### src/rtl/display_scanner_pkg.sv
// Shared constants for the multiplexed 3-digit display: select codes,
// blank pattern and the active-low 7-segment table ({g,f,e,d,c,b,a}).
package display_scanner_pkg;

    localparam logic [1:0] IDX_0 = 2'd0;
    localparam logic [1:0] IDX_1 = 2'd1;
    localparam logic [1:0] IDX_2 = 2'd2;

    // {SEL1,SEL0}; 11 is reserved for "no digit selected"
    localparam logic [1:0] SEL_IDX0  = 2'b00;
    localparam logic [1:0] SEL_IDX1  = 2'b10;
    localparam logic [1:0] SEL_IDX2  = 2'b01;
    localparam logic [1:0] SEL_BLANK = 2'b11;

    localparam logic [6:0] SEG_BLANK  = 7'h7F;
    localparam logic [6:0] SEG_DIGIT0 = 7'b1000000;
    localparam logic [6:0] SEG_DIGIT1 = 7'b1111001;
    localparam logic [6:0] SEG_DIGIT2 = 7'b0100100;
    localparam logic [6:0] SEG_DIGIT3 = 7'b0110000;
    localparam logic [6:0] SEG_DIGIT4 = 7'b0011001;
    localparam logic [6:0] SEG_DIGIT5 = 7'b0010010;
    localparam logic [6:0] SEG_DIGIT6 = 7'b0000010;
    localparam logic [6:0] SEG_DIGIT7 = 7'b1111000;
    localparam logic [6:0] SEG_DIGIT8 = 7'b0000000;
    localparam logic [6:0] SEG_DIGIT9 = 7'b0010000;

endpackage

### src/rtl/display_scanner_seg7_decoder.sv
// Combinational BCD to active-low 7-segment decode; non-BCD codes blank.
module seg7_decoder
    import display_scanner_pkg::*;
(
    input  logic [3:0] bcd,
    output logic [6:0] seg
);

    always_comb begin
        seg = SEG_BLANK;
        case (bcd)
            4'd0: seg = SEG_DIGIT0;
            4'd1: seg = SEG_DIGIT1;
            4'd2: seg = SEG_DIGIT2;
            4'd3: seg = SEG_DIGIT3;
            4'd4: seg = SEG_DIGIT4;
            4'd5: seg = SEG_DIGIT5;
            4'd6: seg = SEG_DIGIT6;
            4'd7: seg = SEG_DIGIT7;
            4'd8: seg = SEG_DIGIT8;
            4'd9: seg = SEG_DIGIT9;
            default: seg = SEG_BLANK;
        endcase
    end

endmodule

### src/rtl/display_scanner.sv
// Time-multiplexed scanner for a 3-digit common-select 7-segment display with
// per-slot blanking, frame-coherent digit snapshots and leading-zero blanking.
module display_scanner
    import display_scanner_pkg::*;
#(
    parameter int DIV   = 50000,
    parameter int BLANK = 16
) (
    input  logic       CLK,
    input  logic       NRST,
    input  logic       EN,
    input  logic       LZB,
    input  logic [3:0] DIG0,
    input  logic [3:0] DIG1,
    input  logic [3:0] DIG2,
    output logic       SEL0,
    output logic       SEL1,
    output logic [6:0] SEG,
    output logic       FRAME
);

    localparam int CW = $clog2(DIV);
    localparam logic [CW-1:0] CNT_LAST  = CW'(DIV - 1);
    localparam logic [CW-1:0] CNT_BLANK = CW'(BLANK);

    logic [CW-1:0] cnt;
    logic [1:0]    idx;
    logic [3:0]    s0, s1, s2;
    logic [1:0]    sel_q;
    logic [6:0]    seg_q;
    logic          frame_q;

    logic [3:0]    cur;
    logic [6:0]    dec_seg;
    logic [1:0]    slot_sel;
    logic          lz_blank;
    logic          load;
    logic          shown;
    logic [1:0]    sel_next;
    logic [6:0]    seg_next;

    seg7_decoder u_dec (
        .bcd (cur),
        .seg (dec_seg)
    );

    always_comb begin
        cur      = 4'hF;
        slot_sel = SEL_BLANK;
        lz_blank = 1'b0;
        case (idx)
            IDX_0: begin
                cur      = s0;
                slot_sel = SEL_IDX0;
            end
            IDX_1: begin
                cur      = s1;
                slot_sel = SEL_IDX1;
                lz_blank = LZB && (s2 == 4'd0) && (s1 == 4'd0);
            end
            IDX_2: begin
                cur      = s2;
                slot_sel = SEL_IDX2;
                lz_blank = LZB && (s2 == 4'd0);
            end
            default: ;
        endcase

        load     = EN && (cnt == '0) && (idx == IDX_0);
        shown    = EN && (cnt >= CNT_BLANK);
        sel_next = SEL_BLANK;
        seg_next = SEG_BLANK;
        if (shown) begin
            sel_next = slot_sel;
            seg_next = lz_blank ? SEG_BLANK : dec_seg;
        end
    end

    // Outputs are registered from the pre-edge CNT/IDX, one cycle behind the counter
    always_ff @(posedge CLK or negedge NRST) begin
        if (!NRST) begin
            cnt     <= '0;
            idx     <= IDX_0;
            s0      <= '0;
            s1      <= '0;
            s2      <= '0;
            sel_q   <= SEL_BLANK;
            seg_q   <= SEG_BLANK;
            frame_q <= 1'b0;
        end else begin
            sel_q   <= sel_next;
            seg_q   <= seg_next;
            frame_q <= load;
            if (EN) begin
                if (load) begin
                    s0 <= DIG0;
                    s1 <= DIG1;
                    s2 <= DIG2;
                end
                if (cnt == CNT_LAST) begin
                    cnt <= '0;
                    idx <= (idx == IDX_2) ? IDX_0 : idx + 2'd1;
                end else begin
                    cnt <= cnt + 1'b1;
                end
            end
        end
    end

    assign SEL1  = sel_q[1];
    assign SEL0  = sel_q[0];
    assign SEG   = seg_q;
    assign FRAME = frame_q;

endmodule

### config.mk
export PLATFORM = sky130hd
export DESIGN_NAME = display_scanner
export DESIGN_NICKNAME = d
export VERILOG_FILES = /design/src/rtl/display_scanner_pkg.sv /design/src/rtl/display_scanner_seg7_decoder.sv /design/src/rtl/display_scanner.sv
export SDC_FILE = /design/constraint.sdc
export NUM_CORES = 1
export LEC_CHECK = 0
export BUFFER_PORTS_ARGS = -buffer_cell sky130_fd_sc_hd__buf_2
export CORE_UTILIZATION = 57
export DETAILED_ROUTE_END_ITERATION = 7
export PLACE_DENSITY = 0.79
export SLEW_MARGIN = 20
export SYNTH_ARGS = -nofsm -noshare
export SYNTH_HDL_FRONTEND = slang
export SYNTH_SLANG_ARGS = --single-unit
### constraint.sdc
create_clock -name CLK -period 2.1 [get_ports CLK]
set_input_delay 0.42 -clock CLK [delete_from_list [all_inputs] [get_ports CLK]]
set_output_delay 0.42 -clock CLK [all_outputs]
set_load 0.05 [all_outputs]
==> Word level (Yosys, flattened, before mapping) <==
Memory sizes are Yosys's and may differ from the RTL's.
Index checks and enable logic that the tools add are counted.
{ "totals": {"memories": 1, "rom_bits": 112, "regBits": 40} }
{ "op_classes": {"eq_ne": 3, "muxes": 8, "reduce_logical": 11, "magnitude_cmp": 1, "addsub": 2} }
{ "memory_table": {"columns": ["memory", "depth", "word_bits", "rd", "rd_clocked_by_memory_dff", "wr", "line", "text"], "rows": [
  ["(no name shown)", 16, 7, 1, 0, 0, "display_scanner_seg7_decoder.sv:11", "case (bcd)"]
]} }
{ "op_table": {"columns": ["op", "n"], "rows": [
  ["16-bit by 1-bit adder with 16-bit output, second input constant", 1],
  ["16-bit equality test, second input constant", 1],
  ["16-bit by 5-bit greater-or-equal comparator with 1-bit output, second input constant", 1],
  ["16-bit logical NOT", 1],
  ["16-bit 2-to-1 mux", 1],
  ["7-bit 2-to-1 mux", 2],
  ["4-bit one-hot mux with 3 select lines", 1],
  ["4-bit logical NOT", 2],
  ["2-bit one-hot mux with 3 select lines", 1],
  ["1-bit logical AND", 5],
  ["2-bit 2-to-1 mux", 2],
  ["2-bit AND reduction", 2],
  ["2-bit by 1-bit adder with 2-bit output, second input constant", 1],
  ["2-bit by 1-bit equality test with 1-bit output, second input constant", 1],
  ["2-bit equality test, second input constant", 1],
  ["2-bit logical NOT", 1],
  ["1-bit one-hot mux with 2 select lines", 1]
]} }

==> Depth between registers and ports, before layout <==
Gate-level depths: netlist of the first run.
{ "logic_depth": {"word_depth": 6, "mapped_depth": 8, "ltp_nobuf": 8} }

==> By module <==
Synthesis of the first run repeated with hierarchy kept, for this count alone.
{ "hier_totals": {"cells_unflattened": 192, "hier_area_um2": 2104.5} }
{ "by_module_without_submodules": {"columns": ["module", "area_each_um2", "seq_area_each_um2", "n_inst", "cells_each"], "rows": [
  ["display_scanner", 1894.3, 1012.2, 1, 159],
  ["seg7_decoder", 210.2, 0.0, 1, 33]
]} }

==> Worst setup path after synthesis of the first run <==
OpenSTA, ideal clock, no wires.
{ "synth_timing": {"path_kind": "reg-to-reg", "start": "register idx[1]", "end": "register seg_q[3], in the netlist SEG[3]", "path_stages_with_launch": 8, "required_ns": 2.017, "t_arrival_ns": 1.639, "setup_slack_ns": 0.378, "synth_period_minus_slack_ns": 1.722, "cell_sequence": "dfrtp_1 inv_1 ha_1 a22o_1 a211oi_2 nor2_1 nor3b_1 nand2_1"} }
{ "synth_via": {"elab_chain_cells": 5, "word_cells_on_any_way": 8, "classes_between": "2 x eq/ne; 4 x mux; 1 x reduce/logical; 1 x memory"} }
{ "synth_rtl": {"columns": ["element", "line", "text"], "rows": [
  ["from (decl)", "display_scanner.sv:27", "logic [1:0] idx;"],
  ["from (signal assigned)", "display_scanner.sv:102", "idx <= (idx == IDX_2) ? IDX_0 : idx + 2'd1;"],
  ["2-bit equality test, or another cell as far along", "display_scanner.sv:51", "case (idx)"],
  ["4-bit one-hot mux with 3 select lines", "display_scanner.sv:51", null],
  ["memory 16 x 7 bit", null, null],
  ["7-bit 2-to-1 mux *", "display_scanner.sv:75", "seg_next = lz_blank ? SEG_BLANK : dec_seg;"],
  ["7-bit 2-to-1 mux *", "display_scanner.sv:73", "if (shown) begin"],
  ["named net seg_next[3]", "display_scanner.sv:40", "logic [6:0] seg_next;"],
  ["to (signal assigned)", "display_scanner.sv:92", "seg_q <= seg_next;"],
  ["to (decl)", "display_scanner.sv:30", "logic [6:0] seg_q;"]
]} }
Mark *: on every way through the listed nets, which the timed path passes. The rest lies on a longest branch.
A chain may end at the register's enable or synchronous reset.

==> Final worst setup path of the first run <==
{ "layout_timing": {"start": "register idx[0]", "end": "register seg_q[2], in the netlist SEG[2]"} }
Same word-level chain as after synthesis.

==> flow_summary.ini, run 1 <==
[outcome]
status = complete, no violations

[clocking]
cts_root_buf = clkbuf_8
clk-insertion-delay-late_ps = 280
h-tree-depth = 2
cts.clk_slew.worst_paths_ps = 80
cts-buffers-inserted = 5
cts_tree = built
cts_buffer_depth = 2
clock-sinks = 40
postCtsHoldBufs = 0

[sta]
fin_setup_tns_ps = 0
fmax_ghz = 0.516
skew_ps = 8.30
fin_crit_ps = 1940
fin_crit_sh = 0.923
timing.final.max_slew_violations = 0
rsz0062_at_grt = no
hold_viol = 0
relSlewSlack = 0.531
setup_violations = 0
worst_slew_pin_slew_ps = 704

[drt]
drt-initial-drc-count = 88
vias = 1551
drc = 0
wl_per_cell_um = 15.4
drt_wl_total_mm = 4.09
ant_nets = 0
dr.pass1.iters = 4
vias_per_cell = 5.85

[worst_setup_path]
arrival_ps = 2110
r2r-start = idx[0]$_DFFE_PN0P_
worstSetupPathType = reg2reg
path_cells = inv_1 -> ha_1 -> a22o_1 -> a211o_1 -> o311ai_0
critPathMaxFanout = 6
r2r_setup_slack_ps = 160
cp_slowest_cell = dfrtp_1
endpoint_kind = register
required_ps = 2270
startpoint_type = register
rr_worst_depth = 5
rr_endpoint = SEG[2]$_DFF_PN1_
cp_slowest_stage_delay_ps = 430

[floorplanning]
die_h_um = 62.7
ios = 26
rows = 21
dieArea_um2 = 3930
die_w_um = 62.7
core_um2 = 3440
start_util = 0.610

[run]
maxCapViolCount = 0

[global_routing]
grt_pass1_wl_mm = 6.80
grt_max_degree = 33
grtUsageTotal = 0.222
grt_overflow = 0
antenna_found_initial = 0
grt_pass1_vias = 1445

[cells_and_area]
fillers = 251
multiInputGateArea_um2 = 1050
finalCoreUtilization = 0.701
syn2layout_area_growth_pct = 15.0
fin_nets = 245
antenna_cells = 0
drive_above_1_share = 0.320
ff_latch_area_um2 = 1010

[logic_synthesis]
synth_cell_types = 45
synth_warnings = 0
synth_top_family_by_area = simple AND/OR/NAND/NOR gates
synth_area_um2 = 2100
synth-edff-count = 0
synth-simple-area-share = 0.192
syn_avg_cell_area_um2 = 11.3
synth_seq_area_share = 0.482
synth-compound-area-share = 0.0948
ys_seq_elements = 40
synth.net_count = 213
synth_fa_ha_area_frac = 0.0656
ys_async_sr_fraction = 1.00
synth_commonest_cells = 31 x dfrtp_1, 23 x nand2_1, 11 x ha_1, 11 x mux2_4
synth_xor_area_frac = 0.0376
synth_top_area_frac = 0.370
syn-instance-count = 186
muxShareOfSynthArea = 0.0996
synth_ff_type = dfrtp_1
yosysMostFrequentCell = dfrtp_1
yosys-top-cells-area = dfrtp_1 37%, dfstp_2 11%, mux2_4 7.9%, ha_1 6.6%, nand2_1 4.1%
synth_top_cell_by_area = dfrtp_1

[placed_design]
dp_hpwl_mm = 2.96
gp_congestion = 0.938
port_buffers = 25

[pwr]
power.density_nw_per_um2 = 693
peakVddDrop_uv = 517
leakage_nw = 1.17

[hold_path]
hold_path.class = in2async
[placed cells by master, fill, tap and decap left out, types with 3 or more instances in the layout]
| cell | count |
|---|---|
| dfrtp_1 | 31 |
| buf_2 | 25 |
| nand2_1 | 23 |
| mux2_4 | 11 |
| ha_1 | 11 |
| dfstp_2 | 9 |
| o21ai_0 | 9 |
| inv_1 | 8 |
| nor2_1 | 8 |
| nand3_1 | 8 |
| a21oi_1 | 7 |
| nand4_1 | 7 |
| clkbuf_8 | 7 |
| xor2_1 | 5 |
| xnor2_1 | 4 |
| and3_1 | 4 |
| nor4_1 | 3 |
| mux2_2 | 3 |
[metal layers]
layer	routed length (um)	vias up	part of all wire	GRT usage
li1	-	729	-	-
met1	1840	756	0.45	0.320
met2	1990	58	0.49	0.341
met3	199	8	0.049	0.0365
met4	61	0	0.015	0.0756
met5	0	-	0	0
[worst max-delay path, delay by kind of cell, from the launching register on]
family	cells	cell delay (ps)
buffers and inverters	1	110
adder cells (fa/ha/maj)	1	290
AO/OA/AOI/OAI	3	1010
flip-flops	1	430
[power breakdown]
group / switching (W) / internal, W
clock: 0.000250 / 0.000300
sequential: 0.0000876 / 0.000834
combinational: 0.000121 / 0.0000806
total: 0.000458 / 0.00121
[registers in the layout, summed over array words and instances, names as in the netlist]
name and flops:
sel_q 2, SEG 7, cnt 16, FRAME 1, s2 4, idx 2, s1 4, s0 4
[layout make-up]
class | instances | share of cell area
multi-input cells | 135 | 0.436
flip-flops and latches | 40 | 0.420
repair buffers | 28 | 0.0664
clock buffers | 8 | 0.0415
well taps | 46 | 0.0239
inverters | 8 | 0.0124
[worst max path at each step]
stage | startpoint | endpoint | slack, ps | cells after the start
after detailed placement | idx[0]$_DFFE_PN0P_ | SEG[0]$_DFF_PN1_ | 150 | 7
after CTS | idx[0]$_DFFE_PN0P_ | SEG[0]$_DFF_PN1_ | 130 | 7
after global placement | idx[1]$_DFFE_PN0P_ | SEG[3]$_DFF_PN1_ | 240 | 7
after floorplan | idx[1]$_DFFE_PN0P_ | SEG[3]$_DFF_PN1_ | 380 | 7
after global routing | idx[0]$_DFFE_PN0P_ | SEG[2]$_DFF_PN1_ | 10 | 7
final | idx[0]$_DFFE_PN0P_ | SEG[2]$_DFF_PN1_ | 160 | 5
[stage by stage]
step           setup WS (ps)  instances  hold slack (ps)  power (W)  cell area [um2]
4_1_cts                  128        265              201    0.00168             2390
3_5_place_dp             148        257              508    0.00114             2290
2_1_floorplan            378        186              124    0.00105             2100
6_report                 161        265              180    0.00167             2410
3_3_place_gp             239        257              491    0.00112             2290
5_1_grt                 13.1        265              234    0.00175             2410
[cell families after synthesis]
group,Yosys count
AO/OA/AOI/OAI,30
XOR/XNOR,9
adder cells (fa/ha/maj),11
buffers and inverters,11
flip-flops,40
multiplexers,15
AND/OR/NAND/NOR,70
[timing repair]
action	4_1_cts	5_1_grt
buffers inserted	0	0
gates resized for setup	0	5
setup endpoints to repair	0	3
No activity file was read; power rests on OpenSTA's default activity.
==> run 2, diff against run 1 <==
--- a/config.mk
+++ b/config.mk
@@ -5,8 +5,9 @@
 export SDC_FILE = /design/constraint.sdc
 export NUM_CORES = 1
 export LEC_CHECK = 0
+export ABC_AREA = 1
 export BUFFER_PORTS_ARGS = -buffer_cell sky130_fd_sc_hd__buf_2
-export CORE_UTILIZATION = 57
+export CORE_UTILIZATION = 58
 export DETAILED_ROUTE_END_ITERATION = 7
 export PLACE_DENSITY = 0.79
 export SLEW_MARGIN = 20
==> flow_summary.ini, run 2 <==
[outcome]
status = complete, no violations

[clocking]
postCtsHoldBufs = 0
clk-insertion-delay-late_ps = 290
cts_tree = built
cts_setup_buffers = 0
cts-buffers-inserted = 5
cts_root_buf = clkbuf_8
cts_resized = 0
h-tree-depth = 2
clock-sinks = 40
cts_buffer_depth = 2
cts.clk_slew.worst_paths_ps = 70

[floorplanning]
dieArea_um2 = 4250
rows = 22
ios = 26
die_h_um = 65.2
start_util = 0.619
core_um2 = 3740
die_w_um = 65.2

[run]
maxCapViolCount = 0

[placed_design]
placed_cell_area_um2 = 2470
dp_hpwl_mm = 3.29
gp_congestion = 0.929
pre_cts_slack_ps = 146
dp_cells = 382
port_buffers = 25

[logic_synthesis]
synth_fa_ha_area_frac = 0.0594
synth_top_cell_by_area = dfrtp_1
synth-compound-area-share = 0.0216
synth_cell_types = 26
ys_seq_elements = 40
syn_avg_cell_area_um2 = 7.45
synth.net_count = 338
synth_ff_type = dfrtp_1
synth_top_family_by_area = simple AND/OR/NAND/NOR gates
muxShareOfSynthArea = 0
synth_seq_area_share = 0.437
syn-instance-count = 311
synth_commonest_cells = 114 x nand2_1, 31 x dfrtp_1, 31 x inv_1, 31 x nand3_1, 30 x nor2_1
synth_area_um2 = 2320
synth-edff-count = 0
synth-simple-area-share = 0.383
yosys-top-cells-area = dfrtp_1 33%, nand2_1 18%, dfstp_2 10%, nand3_1 6.7%, ha_1 5.9%
synth_xor_area_frac = 0.0151
synth_warnings = 0
yosysMostFrequentCell = nand2_1
ys_async_sr_fraction = 1.00
synth_top_area_frac = 0.335

[worst_setup_path]
required_ps = 2330
critPathMaxFanout = 6
endpoint_kind = register
worstSetupPathType = reg2reg
startpoint_type = register
arrival_ps = 2160

[drt]
ant_nets = 0
vias = 1927
dr.pass1.iters = 4
drt_wl_total_mm = 4.34
wl_per_cell_um = 11.1
drt-initial-drc-count = 91
vias_per_cell = 4.94
drc = 0

[global_routing]
grt_pass1_wl_mm = 7.78
grt_max_degree = 41
grt_overflow = 0
antenna_found_initial = 0
grt_pass1_vias = 1859
grtUsageTotal = 0.239

[sta]
worst_slew_pin_slew_ps = 479
fin_crit_sh = 0.920
timing.final.max_slew_violations = 0
fin_setup_tns_ps = 0
relSlewSlack = 0.681
setup_ws_ps = 168
setup_violations = 0
fin_crit_ps = 1930
hold_viol = 0
fmax_ghz = 0.518
skew_ps = 3.69
rsz0062_at_grt = no

[cells_and_area]
largest_reg_flops = 16
fillers = 342
final_common_cell = nand2_1
antenna_cells = 0
final_cell_mix = 114 x nand2_1, 31 x dfrtp_1, 31 x inv_1, 31 x nand3_1, 30 x nor2_1
syn2layout_area_growth_pct = 10.5
multiInputGateArea_um2 = 1110
top_register = cnt
fin_nets = 368
fin_cells = 390
drive_above_1_share = 0.196
ff_latch_area_um2 = 1010
fin_area_um2 = 2560

[hold_path]
hold_path.class = in2async

[pwr]
peakVddDrop_uv = 512
leakage_nw = 1.42
power.density_nw_per_um2 = 703
-- run 2: changes by cell type after synthesis, moves of 4 or more --
cell / change
nand2_1: +91
inv_1: +23
nand3_1: +22
nor2_1: +22
mux2_4: -11
inv_2: +8
and3_1: -5
nor3_1: +5
nor4_1: -4
xnor2_1: -4
-- run 2: area by class of cell --
class | instances | area share
multi-input combinational | 227 | 0.435
sequential | 40 | 0.395
inverter | 40 | 0.0596
timing repair buffer | 27 | 0.0547
clock buffer | 7 | 0.0298
tap | 48 | 0.0234
clock inverter | 1 | 0.00195
-- run 2: power breakdown --
part | internal (W) | switching (W)
sequential | 0.000856 | 0.0000688
clock | 0.000233 | 0.000251
combinational | 0.000117 | 0.000274
total | 0.00121 | 0.000594
-- run 2: final timing paths --
path / endpoint / slack (ps) / depth (start not counted) / start
max reg2reg: SEG[1]$_DFF_PN1_ / 170 / 10 / idx[1]$_DFFE_PN0P_
min reg2reg: s0[3]$_DFFE_PN0P_ / 490 / 2 / s0[3]$_DFFE_PN0P_
min in group CLK: s0[1]$_DFFE_PN0P_ / 320 / 3 / DIG0[1]
min: cnt[11]$_DFFE_PN0P_ / 170 / 2 / NRST
max in group asynchronous: SEG[0]$_DFF_PN1_ / 1580 / 2 / NRST
max: SEG[1]$_DFF_PN1_ / 170 / 10 / idx[1]$_DFFE_PN0P_
-- run 2: layer usage --
| metal | share of wire | global-route usage | vias up |
|---|---|---|---|
| li1 | - | - | 1026 |
| met5 | 0 | 0 | - |
| met3 | 0.030 | 0.0417 | 4 |
| met1 | 0.51 | 0.327 | 862 |
| met2 | 0.45 | 0.381 | 35 |
| met4 | 0.012 | 0.0815 | 0 |
-- run 2: critical path, stage by stage, from the launching register on --
cell     delay [ps]
dfrtp_1         410
inv_1           140
ha_2            260
nand2_1          70
nand2_1          60
inv_1            40
nand2_1         110
inv_1            90
ha_1            320
or2_2           300
nand3_1          90
-- run 2: kinds of logic (layout without fill, tap and decap cells) --
logic type / count (synthesis) / in the layout
xor gates and xnor gates: 4 / 4
buffers and inverters: 44 / 75
AOI/OAI and AO/OA: 10 / 10
and+or+nand+nor: 202 / 202
DFF: 40 / 40
adders and majority gates: 11 / 11
-- run 2: per-stage QoR --
stage	hold slack [ps]	utilization	power, W
2_1_floorplan	124	-	0.00122
3_5_place_dp	481	0.661	0.00133
6_report	174	0.684	0.00180
4_1_cts	190	0.683	0.00182
5_1_grt	240	0.684	0.00190
3_3_place_gp	471	0.661	0.00132
==> run 3, diff against run 2 <==
--- a/config.mk
+++ b/config.mk
@@ -10,6 +10,7 @@
 export CORE_UTILIZATION = 58
 export DETAILED_ROUTE_END_ITERATION = 7
 export PLACE_DENSITY = 0.79
+export SETUP_SLACK_MARGIN = 0.05
 export SLEW_MARGIN = 20
 export SYNTH_ARGS = -nofsm -noshare
 export SYNTH_HDL_FRONTEND = slang
==> constraint.sdc (replaced) <==
create_clock -name CLK -period 2 [get_ports CLK]
set_input_delay 0.4 -clock CLK [delete_from_list [all_inputs] [get_ports CLK]]
set_output_delay 0.4 -clock CLK [all_outputs]
set_load 0.05 [all_outputs]
==> flow_summary.ini, run 3 (synthesized netlist as in run 2, its figures left out) <==
[floorplanning]
dieArea_um2 = 4250
core_um2 = 3740
rows = 22
die_h_um = 65.2
ios = 26
start_util = 0.619
die_w_um = 65.2

[hold_path]
hold_path.class = in2async

[worst_setup_path]
endpoint_kind = register
critPathMostFrequentCell = inv_2
cp_slowest_stage_delay_ps = 440
arrival_ps = 2070
cp_top_family = simple AND/OR/NAND/NOR gates
path_cells = inv_2 -> ha_2 -> a21oi_1 -> nand2_2 -> inv_2 -> ha_1 -> or2_2 -> nand3_1
cp_slowest_cell = dfrtp_2
critPathBufInv = 2
critPathMaxFanout = 5
worstSetupPathType = reg2reg
startpoint_type = register
required_ps = 2230

[cells_and_area]
final_common_cell = nand2_1
fin_nets = 370
final_cell_mix = 113 x nand2_1, 31 x nand3_1, 30 x dfrtp_1, 30 x nor2_1, 27 x inv_1
top_register = cnt
antenna_cells = 0
largest_reg_flops = 16
finalCoreUtilization = 0.699
drive_above_1_share = 0.221
syn2layout_area_growth_pct = 12.9

[sta]
skew_ps = 6.63
fin_setup_tns_ps = 0
rsz0062_at_grt = no
relSlewSlack = 0.745
fin_crit_sh = 0.920
timing.final.max_slew_violations = 0
fmax_ghz = 0.544
fin_crit_ps = 1840
worst_slew_pin_slew_ps = 379
hold_viol = 0
finalHoldWorstSlack_ps = 48.7
setup_violations = 0

[clocking]
cts_tree = built
cts_root_buf = clkbuf_8
clk-insertion-delay-late_ps = 300
cts.clk_slew.worst_paths_ps = 80
h-tree-depth = 2
cts_buffer_depth = 2
clock-sinks = 40
postCtsHoldBufs = 0
cts-buffers-inserted = 5

[pwr]
leakage_nw = 1.44
power.density_nw_per_um2 = 729
p_int_w = 0.00127
peakVddDrop_uv = 577
p_seq_frac = 0.510
power.switching_w = 0.000637
comb_power_share = 0.218
swShare = 0.334
clockPowerShare = 0.272

[global_routing]
grt_max_degree = 41
grt_pass1_wl_mm = 7.80
grt_overflow = 0
grtUsageTotal = 0.246
grt_pass1_vias = 1811
antenna_found_initial = 0

[drt]
wl_per_cell_um = 11.4
dr.pass1.iters = 4
drt_wl_total_mm = 4.49
ant_nets = 0
vias_per_cell = 5.10
drt-initial-drc-count = 147
drc = 0
vias = 1998

[placed_design]
dp_hpwl_mm = 3.28
gp_congestion = 0.932
port_buffers = 25

[outcome]
status = complete, no violations

[run]
maxCapViolCount = 0
## run 3: cell count changes in the layout (fill, tap and decap cells not counted), sizes merged
cell / delta
buf: +2
## run 3: power groups by stage
stage / registers, W / logic, W / clock network [W]
after floorplan: 0.00100 / 0.000283 / 0
after detailed placement: 0.000986 / 0.000413 / 0
after global placement: 0.000983 / 0.000405 / 0
after CTS: 0.000972 / 0.000418 / 0.000531
final: 0.000972 / 0.000416 / 0.000518
after global routing: 0.000985 / 0.000475 / 0.000556
## run 3: stage by stage
step	std cells	instance area (um2)	total power, W	setup WS [ps]
6_report	392	2620	0.00191	160
2_1_floorplan	311	2320	0.00129	175
4_1_cts	390	2580	0.00192	86.7
3_3_place_gp	382	2490	0.00139	157
5_1_grt	392	2620	0.00202	39.2
3_5_place_dp	382	2490	0.00140	23.8
## run 3: final cells by class
class,instances,area (um2)
inverter,40,153
tap,48,60.1
sequential,40,1010
fill,334,1130
clock inverter,1,5.00
timing repair buffer,29,168
multi-input combinational,227,1140
clock buffer,7,76.3
## run 3: metal layers
layer / global-route usage / share of wire
met4: 0.117 / 0.021
met5: 0 / 0
met2: 0.363 / 0.44
met3: 0.0625 / 0.048
met1: 0.337 / 0.49
## run 3: worst paths after layout
check                      slack, ps                from  depth (start not counted)             endpoint
setup / recovery                 160  idx[0]$_DFFE_PN0P_                          8     SEG[1]$_DFF_PN1_
hold / removal                    50                NRST                          2  cnt[10]$_DFFE_PN0P_
setup reg to reg                 160  idx[0]$_DFFE_PN0P_                          8     SEG[1]$_DFF_PN1_
hold reg to reg                  510   s0[2]$_DFFE_PN0P_                          2    s0[2]$_DFFE_PN0P_
max in group asynchronous       1670                NRST                          2     SEG[3]$_DFF_PN1_
min in group CLK                 290             DIG2[0]                          3    s2[0]$_DFFE_PN0P_
## run 3: what timing repair did
action,in CTS,in global routing
buffers inserted,0,2
endpoints found under the setup margin,2,3
gates resized for setup,5,6
